**config.mk**
```make
export PLATFORM = sky130hd
export DESIGN_NAME = uart_rx
export DESIGN_NICKNAME = d
export VERILOG_FILES = /design/src/rtl/uart_pkg.sv /design/src/rtl/uart_sync.sv /design/src/rtl/uart_rx.sv
export SDC_FILE = /design/constraint.sdc
export NUM_CORES = 1
export LEC_CHECK = 0
export CAP_MARGIN = 20
export CORE_AREA = 8 8 76 78
export CTS_CLUSTER_DIAMETER = 80
export DETAILED_ROUTE_END_ITERATION = 10
export DIE_AREA = 0 0 84 86
export HOLD_SLACK_MARGIN = 0.15
export SKIP_LAST_GASP = 1
export SLEW_MARGIN = 20
export SYNTH_ARGS = -nofsm -noshare
export SYNTH_HDL_FRONTEND = slang
export SYNTH_SLANG_ARGS = --single-unit
```
**constraint.sdc**
```tcl
create_clock -name clk -period 2 [get_ports clk]
set_clock_uncertainty 0.15 [all_clocks]
set_input_delay 0.3 -clock clk [delete_from_list [all_inputs] [get_ports clk]]
set_output_delay 0.3 -clock clk [all_outputs]
set_load 0.01 [all_outputs]
```
**src/rtl/uart_pkg.sv**
```systemverilog
// UART receiver shared types and helpers.
// State encoding and counter sizing.
package uart_pkg;

  typedef enum logic [1:0] {
    IDLE,
    START,
    DATA,
    STOP
  } rx_state_t;

  function automatic int baud_w(input int bp);
    return $clog2(bp + 1);
  endfunction

endpackage

```
**src/rtl/uart_sync.sv**
```systemverilog
// Multi-flop synchronizer for the async serial line.
// Adds one delay flop so a falling edge can be flagged.
module uart_sync #(
  parameter int N = 2
) (
  input  logic clk,
  input  logic rst_l,
  input  logic i_d,
  output logic o_q,
  output logic o_fall
);

  logic [N-1:0] r_sync;
  logic         r_dly;

  // Shift the line through the sync chain; idle level is high.
  always_ff @(posedge clk or negedge rst_l) begin
    if (!rst_l) begin
      r_sync <= '1;
      r_dly  <= 1'b1;
    end else begin
      r_sync <= {r_sync[N-2:0], i_d};
      r_dly  <= r_sync[N-1];
    end
  end

  assign o_q    = r_sync[N-1];
  assign o_fall = ~r_sync[N-1] & r_dly;

endmodule

```
**src/rtl/uart_rx.sv**
```systemverilog
// UART receiver: start, LSB-first data, one stop bit.
// Sticky ready with framing-error and overrun status.
module uart_rx
  import uart_pkg::*;
#(
  parameter int FRAME_WIDTH = 8,
  parameter int BAUD_PERIOD = 15
) (
  input  logic                   clk,
  input  logic                   rst_l,
  input  logic                   rx,
  input  logic                   clr_rdy,
  output logic [FRAME_WIDTH-1:0] rx_data,
  output logic                   rdy,
  output logic                   frame_err,
  output logic                   overrun
);

  localparam int BW = baud_w(BAUD_PERIOD);
  localparam int CW = $clog2(FRAME_WIDTH) + 1;
  localparam logic [BW-1:0] START_T  = BW'(BAUD_PERIOD / 2);
  localparam logic [BW-1:0] BIT_T    = BW'(BAUD_PERIOD);
  localparam logic [CW-1:0] LAST_BIT = CW'(FRAME_WIDTH - 1);

  rx_state_t              r_state;
  rx_state_t              w_state_nxt;
  logic [BW-1:0]          r_baud;
  logic [CW-1:0]          r_bit_cnt;
  logic [FRAME_WIDTH-1:0] r_shift;
  logic [FRAME_WIDTH-1:0] r_rx_data;
  logic                   r_rdy;
  logic                   r_frame_err;
  logic                   r_overrun;

  logic          w_rx_s;
  logic          w_fall;
  logic [BW-1:0] w_target;
  logic          w_sample;
  logic          w_done;

  uart_sync #(.N(2)) u_sync (
    .clk    (clk),
    .rst_l  (rst_l),
    .i_d    (rx),
    .o_q    (w_rx_s),
    .o_fall (w_fall)
  );

  assign w_target = (r_state == START) ? START_T : BIT_T;
  assign w_sample = (r_state != IDLE) && (r_baud == w_target);
  assign w_done   = (r_state == STOP) && w_sample;

  // State register.
  always_ff @(posedge clk or negedge rst_l) begin
    if (!rst_l) r_state <= IDLE;
    else        r_state <= w_state_nxt;
  end

  // Next-state: edge-triggered start, mid-bit checks after that.
  always_comb begin
    w_state_nxt = r_state;
    unique case (r_state)
      IDLE:  if (w_fall) w_state_nxt = START;
      START: if (w_sample) w_state_nxt = w_rx_s ? IDLE : DATA;
      DATA:  if (w_sample && (r_bit_cnt == LAST_BIT)) w_state_nxt = STOP;
      STOP:  if (w_sample) w_state_nxt = IDLE;
      default: w_state_nxt = IDLE;
    endcase
  end

  // Bit timing, bit counting and the LSB-first shift register.
  always_ff @(posedge clk or negedge rst_l) begin
    if (!rst_l) begin
      r_baud    <= '0;
      r_bit_cnt <= '0;
      r_shift   <= '0;
    end else begin
      if (r_state == IDLE || w_sample) r_baud <= '0;
      else                             r_baud <= r_baud + 1'b1;
      if (r_state == IDLE && w_fall)
        r_bit_cnt <= '0;
      else if (r_state == DATA && w_sample)
        r_bit_cnt <= r_bit_cnt + 1'b1;
      if (r_state == DATA && w_sample)
        r_shift <= {w_rx_s, r_shift[FRAME_WIDTH-1:1]};
    end
  end

  // Consumer-visible word and flags; completion beats an ack.
  always_ff @(posedge clk or negedge rst_l) begin
    if (!rst_l) begin
      r_rx_data   <= '0;
      r_rdy       <= 1'b0;
      r_frame_err <= 1'b0;
      r_overrun   <= 1'b0;
    end else if (w_done) begin
      r_rx_data   <= r_shift;
      r_rdy       <= 1'b1;
      r_frame_err <= ~w_rx_s;
      r_overrun   <= clr_rdy ? 1'b0 : (r_overrun | r_rdy);
    end else if (clr_rdy) begin
      r_rdy     <= 1'b0;
      r_overrun <= 1'b0;
    end
  end

  assign rx_data   = r_rx_data;
  assign rdy       = r_rdy;
  assign frame_err = r_frame_err;
  assign overrun   = r_overrun;

endmodule
```
==> results.yml, run 1 <==
run_status:
  status: "finished clean"
cts:
  clk_path_buf_depth: 2
  postCtsSetupBuffers: 0
  ctsResizeCount: 0
  path_clk_slew_ns: 0.07
  cts_buffers: 5
  cts_max_level: 2
  cts_sinks: 32
  holdBufCountCts: 0
  cts_root_buf: "clkbuf_8"
  clkLatencyLatePin_ns: 0.28
  cts_tree: "yes"
synth:
  async_flop_share_pct: 100.0
  synth_edf_count: 0
  yosys-top-cells-count: "dfrtp_1, mux2_2, nor2_1"
  synth_area_um2: 1310
  synth-seq-area-share_pct: 61.41
  synthCells: 98
  synth-seq-cells: 32
  synth_top_area_share_pct: 55.40
  yosysTopAreaCell: "dfrtp_1"
  synth-adder-area-share_pct: 1.910
  synthTopCellsByArea: "dfrtp_1, mux2_2, dfstp_2"
  synth_mux_area_share_pct: 15.28
  yosys_warnings: 0
  synth.distinct_cells: 30
  synth-compound-area-share_pct: 5.826
  avgSynthCellArea_um2: 13.37
  syn_nets: 104
  synth_simple_gate_area_share_pct: 11.37
  synthXorXnorAreaFrac_pct: 2.006
  synthFlopType: "dfrtp_1"
  synth_top_family_by_area: "multiplexers"
  yosysMostFrequentCell: "dfrtp_1"
power_and_ir_drop:
  p_sw_share_pct: 28.71
  combPwrFrac_pct: 14.0
  seqPwrFrac_pct: 50.1
  peakVddDrop_v: 0.0007372
  leakage_nw: 0.7395
  power_density_nw_per_um2: 1036
  p_int_mw: 1.202
  clkPwrFrac_pct: 35.9
  p_sw_uw: 484.0
  power_mw: 1.686
die:
  initial_core_util_pct: 28.49
  dieArea_um2: 7224
  core_area_um2: 4598
  rows: 25
  ios: 15
  fp.dieW_um: 84
  die_h_um: 86
sta:
  slew_headroom_pct: 74.33
  fmax_ghz: 0.5435
  period_needed_ns: 1.840
  setup_violations: 0
  timing.final.max_slew_violations: 0
  worst_slew_pin_slew_ns: 0.3851
  fin_tns_setup_ns: 0
  fin_crit_sh_pct: 92.00
  rsz0062_at_grt: "false"
  hold_viol: 0
hold_path:
  hold_end: "u_sync.r_sync[1]$_DFF_PN1_"
  hold_path_depth: 0
  hold_class: "flip-flop to flip-flop"
  worstHoldStart: "u_sync.r_sync[0]$_DFF_PN1_"
cells_and_area:
  diodes: 0
  nFillCells: 433
  nNetsFinal: 124
  syn_to_final_growth_pct: 24.16
  drive_above_1_share_pct: 27.73
grt:
  grt_start_max_net_pins: 33
  grt_pass1_wl_mm: 4.222
  antenna_found_initial: 0
  track_usage_pct: 7.268
  grt-ovfl-total: 0
  grt_pass1_vias: 907
worst_setup_path:
  endpoint_kind: "flip-flop"
  reg2reg_depth: 4
  critPathKind: "flip-flop to flip-flop"
  cp_slowest_cell: "dfrtp_1"
  critical_path.startpoint: "r_baud[0]$_DFF_PN0_"
  cp.depth: 4
  r2r_slack_ns: 0.16
  cpPeakStageDelay_ns: 0.40
  path_delay_family: "simple AND/OR/NAND/NOR gates"
  worstPathMaxFanout: 10
  worstReg2RegEnd: "rx_data[2]$_DFFE_PN0P_"
  critPathLaunchType: "flip-flop"
  required_ns: 2.01
  cp_cell_sequence: "ha_1, and4_2, nand2_2, mux2_2"
  arrival_ns: 1.85
  crit_buf_inv: 0
  r2r-start: "r_baud[0]$_DFF_PN0_"
routing:
  drtPass1Iterations: 4
  ant_nets: 0
  wl_mm: 2.323
  vias_per_cell: 4.659
  detail_route.iter0.violations: 55
  wire_per_inst_um: 13.43
  drc_errors: 0
  num_vias: 806
placed_design:
  io_buffer_count: 14
  hpwl_mm: 1.605
  gp_congestion: 0.7496
job:
  cap_violations: 0
how the worst max path moves through the flow:
stage	endpoint	slack, ns
floorplan	r_shift[0]$_DFFE_PN0P_	0.30
global placement	rx_data[2]$_DFFE_PN0P_	0.21
detailed placement	rx_data[2]$_DFFE_PN0P_	0.16
CTS	rx_data[2]$_DFFE_PN0P_	0.16
global route	rx_data[2]$_DFFE_PN0P_	0.08
finish	rx_data[2]$_DFFE_PN0P_	0.16
stage by stage:
| stage | cell area [um2] | cells | hold slack, ns | util (%) | setup WS, ns |
|---|---|---|---|---|---|
| 2_1_floorplan | 1310 | 98 | -0.1456 | - | 0.2975 |
| 3_3_place_gp | 1515 | 165 | 0.1961 | 32.95 | 0.2084 |
| 3_5_place_dp | 1515 | 165 | 0.2000 | 32.95 | 0.1641 |
| 4_1_cts | 1627 | 173 | 0.2093 | 35.37 | 0.1564 |
| 5_1_grt | 1627 | 173 | 0.2178 | 35.37 | 0.08239 |
| 6_report | 1627 | 173 | 0.2075 | 35.37 | 0.1600 |
per-layer routing:
layer / part of all wire, % / vias to the layer above / GRT usage (%)
li1: - / 385 / -
met3: 5.2 / 0 / 3.507
met4: 0 / 0 / 2.826
met1: 44 / 405 / 8.134
met2: 51 / 16 / 11.65
met5: 0 / - / 0
power by group through the flow:
| stage | logic (mW) | clock network (mW) | registers [mW] |
|---|---|---|---|
| after floorplan | 0.266 | 0 | 0.770 |
| after global placement | 0.230 | 0 | 0.853 |
| after detailed placement | 0.240 | 0 | 0.858 |
| after CTS | 0.240 | 0.627 | 0.845 |
| after global routing | 0.275 | 0.667 | 0.863 |
| final | 0.236 | 0.605 | 0.845 |
area by class of cell:
| type | instances | area, um2 | share of cell area, % |
|---|---|---|---|
| Clock buffer | 5 | 68.82 | 4.231 |
| Timing Repair Buffer | 16 | 155.1 | 9.538 |
| Clock inverter | 3 | 42.54 | 2.615 |
| Multi-Input combinational cell | 60 | 476.7 | 29.31 |
| Tap cell | 54 | 67.56 | 4.154 |
| Inverter | 3 | 11.26 | 0.6923 |
| Sequential cell | 32 | 804.5 | 49.46 |
cells in the final DEF, fill, tap and decap left out, types with 3 or more instances in the layout:
cell type and count:
clkbuf_8 5, clkdlybuf4s50_1 14, dfrtp_1 29, dfstp_2 3, inv_1 3, mux2_2 16
nand2_1 5, nand3_1 3, nor2_1 6, o21ai_0 5
flip-flops by register name, indices dropped and copies added, names as in the netlist, named ones only:
register,count
r_bit_cnt,4
r_baud,4
r_state,1
u_sync.r_sync,2
rdy,1
u_sync.r_dly,1
overrun,1
frame_err,1
r_shift,8
rx_data,8
kinds of logic (layout without fill, tap and decap cells):
family,Yosys count,count (layout)
flip-flops,32,32
AND/OR/NAND/NOR,25,25
multiplexers,18,18
AO/OA/AOI/OAI,12,12
buffers and inverters,6,27
XOR/XNOR,3,3
adder cells (fa/ha/maj),2,2
No activity file was read; power rests on OpenSTA's default activity.
==> run 2, diff against run 1 <==
--- a/config.mk
+++ b/config.mk
@@ -10,7 +10,7 @@
 export CTS_CLUSTER_DIAMETER = 80
 export DETAILED_ROUTE_END_ITERATION = 10
 export DIE_AREA = 0 0 84 86
-export HOLD_SLACK_MARGIN = 0.15
+export HOLD_SLACK_MARGIN = 0.03
 export SKIP_LAST_GASP = 1
 export SLEW_MARGIN = 20
 export SYNTH_ARGS = -nofsm -noshare
==> results of run 2 <==
Same layout as run 1: the final DEF is identical, and so are final timing and power.
==> run 3, diff against run 2 <==
--- a/config.mk
+++ b/config.mk
@@ -8,6 +8,7 @@
 export CAP_MARGIN = 20
 export CORE_AREA = 8 8 76 78
 export CTS_CLUSTER_DIAMETER = 80
+export CTS_CLUSTER_SIZE = 20
 export DETAILED_ROUTE_END_ITERATION = 10
 export DIE_AREA = 0 0 84 86
 export HOLD_SLACK_MARGIN = 0.03
==> results of run 3 <==
Same layout as run 1: the final DEF is identical, and so are final timing and power.
